===== config.mk =====
export PLATFORM = sky130hd
export DESIGN_NAME = uart_rx_os16
export DESIGN_NICKNAME = d
export VERILOG_FILES = /design/src/rtl/uart_pkg.sv /design/src/rtl/uart_rx_sync.sv /design/src/rtl/uart_rx_os16.sv
export SDC_FILE = /design/constraint.sdc
export NUM_CORES = 1
export LEC_CHECK = 0
export BUFFER_PORTS_ARGS = -buffer_cell sky130_fd_sc_hd__buf_2
export CORE_MARGIN = 4
export CORE_UTILIZATION = 50
export CTS_BUF_LIST = sky130_fd_sc_hd__clkbuf_8
export CTS_CLUSTER_DIAMETER = 60
export DETAILED_ROUTE_END_ITERATION = 8
export GPL_TIMING_DRIVEN = 0
export PLACE_DENSITY = 0.7
export SLEW_MARGIN = 20
export SYNTH_ARGS = -nofsm -noshare
export SYNTH_HDL_FRONTEND = slang
export SYNTH_SLANG_ARGS = --single-unit

===== constraint.sdc =====
create_clock -name clk -period 1.6 [get_ports clk]
set_input_delay 0.08 -clock clk [delete_from_list [all_inputs] [get_ports clk]]
set_output_delay 0.08 -clock clk [all_outputs]
set_load 0.02 [all_outputs]

===== src/rtl/uart_pkg.sv =====
// Shared UART definitions: FSM state encoding, oversampling constants and the
// 2-of-3 vote used when UART_RX_MAJORITY_EN is defined.
package uart_pkg;

    typedef enum logic [1:0] {
        IDLE,
        START,
        DATA,
        STOP
    } state_t;

    localparam int OS_RATE = 16;
    localparam int OS_W    = 4;

    localparam logic [OS_W-1:0] SAMPLE_MID = 4'd8;
    localparam logic [OS_W-1:0] SAMPLE_LO  = 4'd7;
    localparam logic [OS_W-1:0] SAMPLE_HI  = 4'd9;
    localparam logic [OS_W-1:0] OS_LAST    = OS_W'(OS_RATE - 1);

    function automatic logic maj3(input logic a, input logic b, input logic c);
        return (a & b) | (a & c) | (b & c);
    endfunction

endpackage


===== src/rtl/uart_rx_sync.sv =====
// rx_in synchronizer (flops reset to idle-high) with falling-edge detect on
// the synchronized line.
module uart_rx_sync #(
    parameter int SYNC_STAGES = 2
) (
    input  logic clk,
    input  logic rst,
    input  logic rx_in,
    output logic rx_s,
    output logic fall
);

    logic [SYNC_STAGES-1:0] r_sync;
    logic                   r_prev;

    always_ff @(posedge clk or posedge rst) begin
        if (rst) begin
            r_sync <= '1;
            r_prev <= 1'b1;
        end else begin
            r_sync <= {r_sync[SYNC_STAGES-2:0], rx_in};
            r_prev <= r_sync[SYNC_STAGES-1];
        end
    end

    assign rx_s = r_sync[SYNC_STAGES-1];
    assign fall = r_prev & ~r_sync[SYNC_STAGES-1];

endmodule


===== src/rtl/uart_rx_os16.sv =====
// 8N1 UART receiver with 16x oversampling and a one-entry valid/ready holding
// register. Define UART_RX_MAJORITY_EN for 2-of-3 voting at os_cnt 7/8/9.
module uart_rx_os16
    import uart_pkg::*;
#(
    parameter int DATA_BITS   = 8,
    parameter int SYNC_STAGES = 2
) (
    input  logic                 clk,
    input  logic                 rst,
    input  logic                 baud_tick,
    input  logic                 rx_in,
    output logic [DATA_BITS-1:0] rx_data,
    output logic                 rx_valid,
    input  logic                 rx_ready,
    output logic                 frame_err,
    output logic                 overrun
);

    localparam int                BIT_W    = (DATA_BITS > 1) ? $clog2(DATA_BITS) : 1;
    localparam logic [BIT_W-1:0]  LAST_BIT = BIT_W'(DATA_BITS - 1);

    logic                 w_rx_s;
    logic                 w_fall;
    logic                 w_bit;
    logic                 w_decide;
    logic                 w_wend;

    state_t               r_state;
    logic [OS_W-1:0]      r_os;
    logic [BIT_W-1:0]     r_bit;
    logic [DATA_BITS-1:0] r_shreg;
    logic [DATA_BITS-1:0] r_data;
    logic                 r_valid;
    logic                 r_ferr;
    logic                 r_ovr;

    uart_rx_sync #(
        .SYNC_STAGES(SYNC_STAGES)
    ) u_sync (
        .clk  (clk),
        .rst  (rst),
        .rx_in(rx_in),
        .rx_s (w_rx_s),
        .fall (w_fall)
    );

`ifdef UART_RX_MAJORITY_EN
    localparam logic [OS_W-1:0] DECIDE = SAMPLE_HI;
    logic [1:0] r_votes;

    // Early votes are only meaningful inside a window, so they need no reset.
    always_ff @(posedge clk) begin
        if (baud_tick && r_os == SAMPLE_LO) r_votes[0] <= w_rx_s;
        if (baud_tick && r_os == SAMPLE_MID) r_votes[1] <= w_rx_s;
    end

    assign w_bit = maj3(r_votes[0], r_votes[1], w_rx_s);
`else
    localparam logic [OS_W-1:0] DECIDE = SAMPLE_MID;

    assign w_bit = w_rx_s;
`endif

    assign w_decide = baud_tick && (r_os == DECIDE);
    assign w_wend   = baud_tick && (r_os == OS_LAST);

    always_ff @(posedge clk) begin
        if (r_state == DATA && w_decide) r_shreg <= {w_bit, r_shreg[DATA_BITS-1:1]};
    end

    always_ff @(posedge clk or posedge rst) begin
        if (rst) begin
            r_state <= IDLE;
            r_os    <= '0;
            r_bit   <= '0;
            r_data  <= '0;
            r_valid <= 1'b0;
            r_ferr  <= 1'b0;
            r_ovr   <= 1'b0;
        end else begin
            r_ferr <= 1'b0;
            r_ovr  <= 1'b0;
            if (r_valid && rx_ready) r_valid <= 1'b0;
            if (r_state != IDLE && baud_tick) r_os <= r_os + 1'b1;

            case (r_state)
                IDLE: begin
                    if (w_fall) begin
                        r_os    <= '0;
                        r_bit   <= '0;
                        r_state <= START;
                    end
                end
                START: begin
                    if (w_decide && w_bit) r_state <= IDLE;
                    else if (w_wend) r_state <= DATA;
                end
                DATA: begin
                    if (w_wend) begin
                        if (r_bit == LAST_BIT) r_state <= STOP;
                        else r_bit <= r_bit + 1'b1;
                    end
                end
                STOP: begin
                    // Leaving at mid-stop lets the next start edge arrive early.
                    if (w_decide) begin
                        r_state <= IDLE;
                        if (!w_bit) begin
                            r_ferr <= 1'b1;
                        end else if (!r_valid || rx_ready) begin
                            r_data  <= r_shreg;
                            r_valid <= 1'b1;
                        end else begin
                            r_ovr <= 1'b1;
                        end
                    end
                end
                default: r_state <= IDLE;
            endcase
        end
    end

    assign rx_data   = r_data;
    assign rx_valid  = r_valid;
    assign frame_err = r_ferr;
    assign overrun   = r_ovr;

endmodule


==> results of run 1 <==
cell families after synthesis:
group,after synthesis,share of synthesized area
compound gates,11,0.0505
xor+xnor,1,0.00680
fa+ha+maj,4,0.0388
buf+inv,9,0.0320
flops,31,0.636
mux,12,0.101
simple gates,26,0.135
worst max path at each step:
stage	end	cells after the start
6_report	rx_data[4]$_DFFE_PP0P_	6
5_1_grt	rx_data[2]$_DFFE_PP0P_	6
4_1_cts	rx_data[1]$_DFFE_PP0P_	6
3_5_place_dp	rx_data[7]$_DFFE_PP0P_	5
3_3_place_gp	rx_data[0]$_DFFE_PP0P_	5
2_1_floorplan	rx_data[0]$_DFFE_PP0P_	5
layer usage:
layer | vias up | track usage
li1 | 390 | -
met1 | 395 | 0.177
met2 | 17 | 0.216
met3 | 5 | 0.0461
met4 | 0 | 0.0680
met5 | - | 0
flip-flops by register name, summed over array words and instances, names as in the netlist, named ones only:
signal,cells
r_shreg,8
rx_data,8
r_os,4
r_bit,3
u_sync.r_sync,2
frame_err,1
overrun,1
r_state,1
rx_valid,1
u_sync.r_prev,1
cell type report:
cell class / instances / area share
plain buffers: 2 / 0.00912
clock inverters: 2 / 0.0213
multi-input cells: 54 / 0.293
inverters: 6 / 0.0137
clock buffers: 6 / 0.0502
repair buffers: 23 / 0.0927
flip-flops and latches: 31 / 0.498
well taps: 30 / 0.0228
critical path: cells and delay by family, from the launching register on:
kind | cells | cell delay, ns
adder cells (fa/ha/maj) | 1 | 0.13
AND/OR/NAND/NOR | 2 | 0.38
buffers and inverters | 2 | 0.25
multiplexers | 1 | 0.33
flip-flops | 1 | 0.41
synthesized netlist by cell type (all sizes together):
cell / instances / area (um2)
nand2b: 3 / 18.8
nand4b: 1 / 23.8
edfxtp: 8 / 240
inv: 6 / 22.5
buf: 2 / 15.0
nand4: 1 / 6.26
a22oi: 1 / 7.51
and4: 1 / 10.0
nor2: 5 / 18.8
or4b: 1 / 10.0
nor3b: 1 / 18.8
a21oi: 3 / 15.0
ha: 4 / 50.1
nor2b: 1 / 6.26
mux2: 8 / 90.1
clkbuf: 1 / 3.75
nand2: 4 / 15.0
nand3: 3 / 15.0
or3: 2 / 12.5
mux2i: 4 / 40.0
o211ai: 3 / 22.5
o21ai: 4 / 20.0
dfstp: 3 / 78.8
nor4b: 1 / 8.76
xor2: 1 / 8.76
nor3: 2 / 10.0
dfrtp: 20 / 500
report_power, final:
group	internal (W)	total [W]	switching, W
Sequential	0.000973	0.00109	0.000117
Combinational	0.000356	0.000744	0.000388
Clock	0.000503	0.000785	0.000282
through the flow:
| stage | instances | util |
|---|---|---|
| 6_report | 154 | 0.665 |
| 4_1_cts | 154 | 0.645 |
| 5_1_grt | 154 | 0.665 |
| 2_1_floorplan | 94 | - |
| 3_3_place_gp | 139 | 0.566 |
| 3_5_place_dp | 139 | 0.566 |
repair_timing:
| action | in CTS | in global routing |
|---|---|---|
| hold buffers | 2 | 0 |
| hold endpoints to repair | 11 | 0 |
| pin swaps | 2 | 3 |
| gates resized for setup | 3 | 12 |
| setup buffers | 5 | 1 |
| endpoints found under the setup margin | 16 | 13 |
==> flow_summary_export.csv, run 1 <==
group,metric,value,unit
grt,globalRouteOverflowTotal,0,
detailed_routing,maxUsedRoutingLayer,"met4",
synthesis,ys_types,27,
timing,setup_viol,1,
synthesis,ys_ff_latch,31,
place,io_buffers,15,
grt,grt_max_degree,24,
clock_tree,cts.sinks,31,
place,place_hpwl,1410,um
finish,fill_cells,191,
worst_setup_path,worstSetupStartpointType,"flip-flop",
detailed_routing,drc_errors,0,
detailed_routing,wl_met2,1080,um
worst_setup_path,arrival,1.77,ns
worst_setup_path,rr_endpoint,"rx_data[4]$_DFFE_PP0P_",
finish,ff_latch_area,820,um2
finish,multi_input_area,482,um2
timing,worst_slew_pin_slew,0.846,ns
synthesis,netlist_area,1290,um2
floorplan,die_area,3450,um2
floorplan,core_area,2480,um2
hold_path,hp-start,"rx_ready",
synthesis,avgSynthCellArea,13.7,um2
detailed_routing,drt-initial-drc-count,14,
floorplan,die-width,58.8,um
synthesis,seq_area_frac_synth,0.636,
detailed_routing,wl_per_cell,14.5,um
timing,finClkSkew,0.00573,ns
worst_setup_path,r2r_setup_slack,-0.0003,ns
detailed_routing,routed_wl,2230,um
detailed_routing,met3_length,115,um
timing,fmax,625,MHz
place,gp_congestion,0.726,
timing,hold_viol,0,
worst_setup_path,worstSetupEndpointType,"flip-flop",
detailed_routing,via_per_inst,5.24,
clock_tree,clock_path_buffers,2,
clock_tree,cts_tree,"yes",
detailed_routing,m1WireLength,998,um
worst_setup_path,path_cells,"inv_2 > ha_4 > nand4b_4 > nor3b_4 > buf_12 > mux2_2",
floorplan,start_util,0.520,
timing,setup_tns,-0.000335,ns
worst_setup_path,crit_fanout,8,
finish,final_cell_area,1650,um2
clock_tree,cts_inserted_buffers,5,
place,dp_slack,-0.227,ns
place,placedInstanceArea,1400,um2
worst_setup_path,worstRegToRegCells,6,
timing,finalCriticalPeriod,1.60,ns
power_and_ir_drop,p_leak,0.780,nW
synthesis,syn-num-nets,103,
hold_path,worstHoldPathCells,3,
clock_tree,htreeDepth,2,
detailed_routing,via_count,807,
timing,layout_setup_ws,-0.000335,ns
outcome,status,"complete, but fails checks",
finish,final_common_cell,"dfrtp_1",
clock_tree,path_clk_slew,0.06,ns
hold_path,min_path_type,"input pin to flip-flop",
finish,drive_gt1_frac,0.427,
synthesis,yosys_warnings,0,
grt,antenna_found_initial,0,
clock_tree,cts-root-buf,"clkbuf_8",
power_and_ir_drop,power_density,1590,nW/um2
worst_setup_path,crit_path_start,"r_os[1]$_DFF_PP0_",
outcome,violations,"negative setup slack",
synthesis,syn_inst,94,
finish,synthToLayoutAreaGrowth,27.8,%
timing,rsz0062_at_grt,"true",
grt,grt_usage,0.140,
worst_setup_path,cpPeakStageDelay,0.41,ns
run,maxCapViolCount,0,
power_and_ir_drop,power,0.00262,W
floorplan,ios,16,
timing,whs,0.128,ns
timing,fin_crit_sh,1.00,
floorplan,fp.dieH,58.8,um
finish,nets,132,
detailed_routing,postRouteAntennaNets,0,
worst_setup_path,critPathRequiredTime,1.77,ns
finish,diodes,0,
finish,mostFrequentLayoutCells,"dfrtp_1, buf_2, edfxtp_1",
worst_setup_path,critPathKind,"flip-flop to flip-flop",
worst_setup_path,crit_slowest_cell,"dfrtp_1",
timing,drv_slew,0,
grt,grt_pass1_vias,803,
hold_path,min_to,"overrun$_DFF_PP0_",
timing,slew_headroom,0.436,
clock_tree,clk_latency,0.28,ns
worst_setup_path,timing.rr.start,"r_os[1]$_DFF_PP0_",
detailed_routing,firstDrtPassIters,4,
floorplan,num_rows,18,
grt,grt_first_pass_wirelength,3580,um
power_and_ir_drop,ir_drop,0.889,mV
Power figures use the tool's default switching activity.
==> run 2, diff against run 1 <==
Settings changed: BUFFER_PORTS_ARGS -buffer_cell sky130_fd_sc_hd__buf_2 to -buffer_cell sky130_fd_sc_hd__buf_4, PLACE_DENSITY 0.7 to 0.73, RECOVER_POWER set to 25.
==> run 2 against run 1 <==
Net effect: the run ends with negative hold slack left; clock-buffer cell count is 1 lower; hold slack lost 0.16 ns; register-to-register slack better by 0.04 ns; sequential power about the same; total power increased by 0.18%; critical path depth down 1; global-route usage up 0.82 points; combinational power rose by 8.2%; wire length is 1.3% higher; non-clock buffer count grew 1; via count increased by 2.5%; highest routed layer unchanged; first-iteration DRC count is 14% higher.
==> flow_summary_export.csv, run 2 (same netlist as run 1, synthesis figures left out) <==
group,metric,value,unit
grt,use_met2,0.210,
worst_setup_path,critPathKind,"flip-flop to flip-flop",
clock_tree,cts_tree,"yes",
floorplan,fp.dieH,58.8,um
clock_tree,clk_latency,0.28,ns
finish,multi_input_area,472,um2
timing,layout_setup_ws,0.0357,ns
grt,antenna_found_initial,0,
floorplan,start_util,0.520,
place,place_hpwl,1450,um
place,dp_slack,-0.222,ns
clock_tree,cts.sinks,31,
timing,finalCriticalPeriod,1.56,ns
detailed_routing,postRouteAntennaNets,0,
grt,use_met3,0.0504,
detailed_routing,drt-initial-drc-count,16,
detailed_routing,wl_per_cell,14.6,um
place,gp_congestion,0.754,
worst_setup_path,worstSetupEndpointType,"flip-flop",
timing,drv_slew,0,
worst_setup_path,critPathBufInv,2,
timing,worst_slew_pin_slew,0.846,ns
detailed_routing,via_count,827,
worst_setup_path,critical-path-top-delay-family,"simple AND/OR/NAND/NOR gates",
finish,fill_cells,176,
grt,top_usage_layer,"met2",
worst_setup_path,crit_slowest_cell,"dfrtp_1",
grt,grt_use_met1,0.183,
grt,globalRouteOverflowTotal,0,
finish,drive_gt1_frac,0.424,
detailed_routing,firstDrtPassIters,4,
finish,diodes,0,
finish,final_common_cell,"buf_4",
finish,nets,133,
grt,grt_usage,0.148,
worst_setup_path,cpPeakStageDelay,0.38,ns
clock_tree,cts_inserted_buffers,5,
floorplan,die_area,3450,um2
power_and_ir_drop,power,0.00262,W
grt,grt_pass1_vias,848,
worst_setup_path,crit_path_start,"r_os[1]$_DFF_PP0_",
timing,fin_crit_sh,0.978,
worst_setup_path,path_cells,"inv_2 > ha_4 > nand4b_4 > buf_4 > nor2_2",
worst_setup_path,rr_endpoint,"r_shreg[4]$_DFFE_PP_",
detailed_routing,routed_wl,2260,um
worst_setup_path,worstSetupStartpointType,"flip-flop",
worst_setup_path,r2r_setup_slack,0.04,ns
place,io_buffers,15,
detailed_routing,via_per_inst,5.34,
run,maxCapViolCount,0,
timing,fmax,639,MHz
worst_setup_path,worstRegToRegCells,5,
grt,grt_first_pass_wirelength,3640,um
outcome,violations,"negative hold slack",
outcome,status,"complete, but fails checks",
timing,whs,-0.0277,ns
worst_setup_path,timing.rr.start,"r_os[1]$_DFF_PP0_",
timing,slew_headroom,0.435,
detailed_routing,drc_errors,0,
worst_setup_path,critPathRequiredTime,1.54,ns
power_and_ir_drop,p_leak,0.778,nW
floorplan,die-width,58.8,um
clock_tree,clock_path_buffers,2,
finish,final_cell_area,1670,um2
clock_tree,htreeDepth,2,
floorplan,num_rows,18,
timing,hold_viol,20,
place,placedInstanceArea,1440,um2
power_and_ir_drop,ir_drop,1.22,mV
power_and_ir_drop,power_density,1570,nW/um2
timing,rsz0062_at_grt,"true",
clock_tree,path_clk_slew,0.07,ns
hold_path,min_path_type,"input pin to async pin",
worst_setup_path,arrival,1.50,ns
floorplan,ios,16,
finish,ff_latch_area,820,um2
finish,mostFrequentLayoutCells,"buf_4, dfrtp_1, edfxtp_1",
floorplan,core_area,2480,um2
clock_tree,cts-root-buf,"clkbuf_8",
worst_setup_path,crit_fanout,8,
finish,synthToLayoutAreaGrowth,29.5,%
timing,setup_viol,0,
timing,finClkSkew,0.00791,ns
grt,grt_max_degree,24,
[run 2: changes by cell type in the layout (fill, tap and decap cells not counted), moves of 2 or more]
cell	before	now
buf_4	7	22
mux2_2	2	6
clkbuf_4	0	2
mux2_4	6	2
buf_2	15	0
[run 2: final cells by class]
cell class,instances,area share
inverters,6,0.0135
clock buffers,5,0.0412
clock inverters,3,0.0232
plain buffers,2,0.00900
well taps,30,0.0225
repair buffers,24,0.117
multi-input cells,54,0.283
flip-flops and latches,31,0.491
[run 2: worst max-delay path by stage]
stage,to,slack [ns],cells past startpoint
after floorplan,rx_data[0]$_DFFE_PP0P_,-0.03,5
after global placement,rx_data[6]$_DFFE_PP0P_,-0.17,5
after detailed placement,rx_data[7]$_DFFE_PP0P_,-0.22,5
after CTS,rx_data[7]$_DFFE_PP0P_,0.005,6
after global routing,rx_data[0]$_DFFE_PP0P_,-0.02,4
final,r_shreg[4]$_DFFE_PP_,0.04,5
[run 2: metal layers]
layer,share of wire,wire length [um]
met5,0,0
met4,0.036,82
met3,0.047,107
met2,0.48,1090
met1,0.43,982
[run 2: what timing repair did]
action                                 in CTS  in global routing
hold buffers                                1                  0
pin swaps                                   3                  1
endpoints found under the hold margin       1                  0
setup buffers                               5                  3
resized for setup                           6                  6
setup endpoints to repair                  16                 13
[run 2: report_power, final]
part	leakage, nW	switching, W	internal (W)
Combinational	0.360	0.000419	0.000386
Sequential	0.363	0.000115	0.000974
Clock	0.0556	0.000275	0.000455
[run 2: through the flow]
step | setup TNS [ns] | util | cells
6_report | 0 | 0.674 | 155
5_1_grt | -0.125 | 0.674 | 155
4_1_cts | 0 | 0.657 | 153
3_5_place_dp | -3.24 | 0.581 | 139
3_3_place_gp | -2.71 | 0.581 | 139
2_1_floorplan | -0.256 | - | 94
==> run 3, diff against run 2 <==
Settings changed: CORE_ASPECT_RATIO set to 1.25.
==> run 3 against run 2 <==
Net effect: the run still ends with negative hold slack left; global-route usage increased by 0.73 points; setup slack got worse by 0.032 ns; sequential power is essentially flat; largest power group unchanged.
==> flow_summary_export.csv, run 3 (same netlist as run 1, synthesis figures left out) <==
group,metric,value,unit
outcome,status,"complete, but fails checks",
outcome,violations,"negative hold slack",
grt,grt_usage,0.155,
finish,drive_gt1_frac,0.418,
worst_setup_path,path_cells,"nand3_2 > nor3b_4 > buf_12 > mux2_4",
grt,antenna_found_initial,0,
timing,setup_viol,0,
detailed_routing,wl_per_cell,14.5,um
timing,fin_crit_sh,0.998,
clock_tree,cts_inserted_buffers,5,
timing,finClkSkew,0.00647,ns
floorplan,fp.dieH,64.8,um
worst_setup_path,arrival,1.75,ns
timing,worst_slew_pin_slew,0.883,ns
clock_tree,cts_tree,"yes",
place,io_buffers,15,
worst_setup_path,critical-path-top-delay-family,"flip-flops",
hold_path,min_path_type,"input pin to async pin",
grt,grt_pass1_vias,822,
floorplan,die-width,53.4,um
place,gp_congestion,0.756,
clock_tree,clock_path_buffers,2,
worst_setup_path,worstRegToRegCells,4,
detailed_routing,routed_wl,2250,um
run,maxCapViolCount,0,
worst_setup_path,crit_cells,4,
power_and_ir_drop,p_clk_frac,0.232,
power_and_ir_drop,power_density,1490,nW/um2
floorplan,die_area,3460,um2
worst_setup_path,critPathRequiredTime,1.76,ns
timing,slew_headroom,0.411,
worst_setup_path,worstSetupEndpointType,"flip-flop",
grt,grt_first_pass_wirelength,3670,um
finish,synthToLayoutAreaGrowth,27.4,%
worst_setup_path,crit_fanout,8,
power_and_ir_drop,intPower,0.00166,W
detailed_routing,via_count,816,
worst_setup_path,crit_slowest_cell,"dfstp_2",
timing,fmax,626,MHz
timing,finalCriticalPeriod,1.60,ns
finish,mostFrequentLayoutCells,"dfrtp_1, buf_4, mux2_4, edfxtp_1, clkbuf_8",
grt,globalRouteOverflowTotal,0,
worst_setup_path,critPathKind,"flip-flop to flip-flop",
floorplan,core_area,2450,um2
detailed_routing,via_per_inst,5.26,
detailed_routing,firstDrtPassIters,4,
clock_tree,htreeDepth,2,
clock_tree,cts-root-buf,"clkbuf_8",
worst_setup_path,rr_endpoint,"rx_data[1]$_DFFE_PP0P_",
floorplan,start_util,0.526,
worst_setup_path,worstSetupStartpointType,"flip-flop",
detailed_routing,drt-initial-drc-count,19,
finish,final_common_cell,"dfrtp_1",
floorplan,num_rows,20,
clock_tree,path_clk_slew,0.06,ns
clock_tree,clk_latency,0.28,ns
detailed_routing,postRouteAntennaNets,0,
power_and_ir_drop,pwr-share-seq,0.446,
detailed_routing,drc_errors,0,
power_and_ir_drop,p_comb_frac,0.321,
power_and_ir_drop,p_leak,0.763,nW
finish,utilization,0.669,
clock_tree,cts.sinks,31,
power_and_ir_drop,power_switching,0.000791,W
power_and_ir_drop,switching_share,0.323,
timing,rsz0062_at_grt,"true",
finish,diodes,0,
timing,drv_slew,0,
worst_setup_path,timing.rr.start,"u_sync.r_sync[1]$_DFF_PP1_",
place,place_hpwl,1470,um
timing,hold_viol,14,
floorplan,ios,16,
worst_setup_path,cpPeakStageDelay,0.61,ns
timing,whs,-0.00836,ns
place,place_inst,142,
worst_setup_path,r2r_setup_slack,0.004,ns
finish,finalNonFillerCells,155,
worst_setup_path,critPathBufInv,1,
grt,grt_max_degree,24,
power_and_ir_drop,ir_drop,0.981,mV
finish,nets,130,
-- run 3: cell types whose count changed in the layout (fill, tap and decap cells not counted) --
cell and change:
buf_4 -3, nand3_2 +1, mux2_4 +6, clkinv_1 -1, bufinv_16 -1, mux2_2 -6, clkinv_2 +2, nand3_4 -1
-- run 3: layout make-up --
type | count | area, um2
fill | 184 | 811
sequential | 31 | 820
timing repair buffer | 21 | 173
buffer | 2 | 15.0
multi-input combinational | 54 | 487
inverter | 6 | 22.5
clock inverter | 3 | 15.0
tap | 33 | 41.3
clock buffer | 5 | 68.8
-- run 3: stage by stage --
| stage | setup slack, ns | total power, W | instance area [um2] | setup TNS, ns | hold slack [ns] |
|---|---|---|---|---|---|
| after floorplan | -0.0320 | 0.00157 | 1290 | -0.256 | 0.0797 |
| after global placement | -0.208 | 0.00172 | 1440 | -3.24 | 0.189 |
| after detailed placement | -0.243 | 0.00176 | 1440 | -3.68 | 0.190 |
| after CTS | -0.0268 | 0.00240 | 1590 | -0.177 | 0.0193 |
| after global routing | -0.0654 | 0.00263 | 1640 | -0.492 | 0.0614 |
| final | 0.00368 | 0.00245 | 1640 | 0 | -0.00836 |
-- run 3: layer usage --
metal  wire length [um]  track usage  up-vias
li1                   -            -      388
met5                  0            0        -
met3                 90       0.0690        7
met2               1180        0.255       14
met1                908        0.155      407
met4                 71       0.0958        0
-- run 3: worst max path at each step --
stage	from	to
floorplan	r_os[0]$_DFF_PP0_	rx_data[0]$_DFFE_PP0P_
global placement	r_os[0]$_DFF_PP0_	r_shreg[5]$_DFFE_PP_
detailed placement	r_os[0]$_DFF_PP0_	r_shreg[3]$_DFFE_PP_
CTS	r_os[1]$_DFF_PP0_	rx_data[1]$_DFFE_PP0P_
global route	r_os[0]$_DFF_PP0_	rx_data[0]$_DFFE_PP0P_
finish	u_sync.r_sync[1]$_DFF_PP1_	rx_data[1]$_DFFE_PP0P_
-- run 3: repair_timing --
action                     CTS  global route
gates resized for setup      2            15
hold buffers                 1             0
pin swaps                    3             3
setup endpoints to repair   16            21
hold endpoints to repair     1             0
buffers inserted             5             0
-- run 3: power by group through the flow --
stage	Sequential [W]	Clock (W)	Combinational (W)
2_1_floorplan	0.00114	0	0.000430
4_1_cts	0.00108	0.000591	0.000721
5_1_grt	0.00111	0.000628	0.000891
6_report	0.00109	0.000568	0.000786
3_5_place_dp	0.00112	0	0.000642
3_3_place_gp	0.00110	0	0.000615
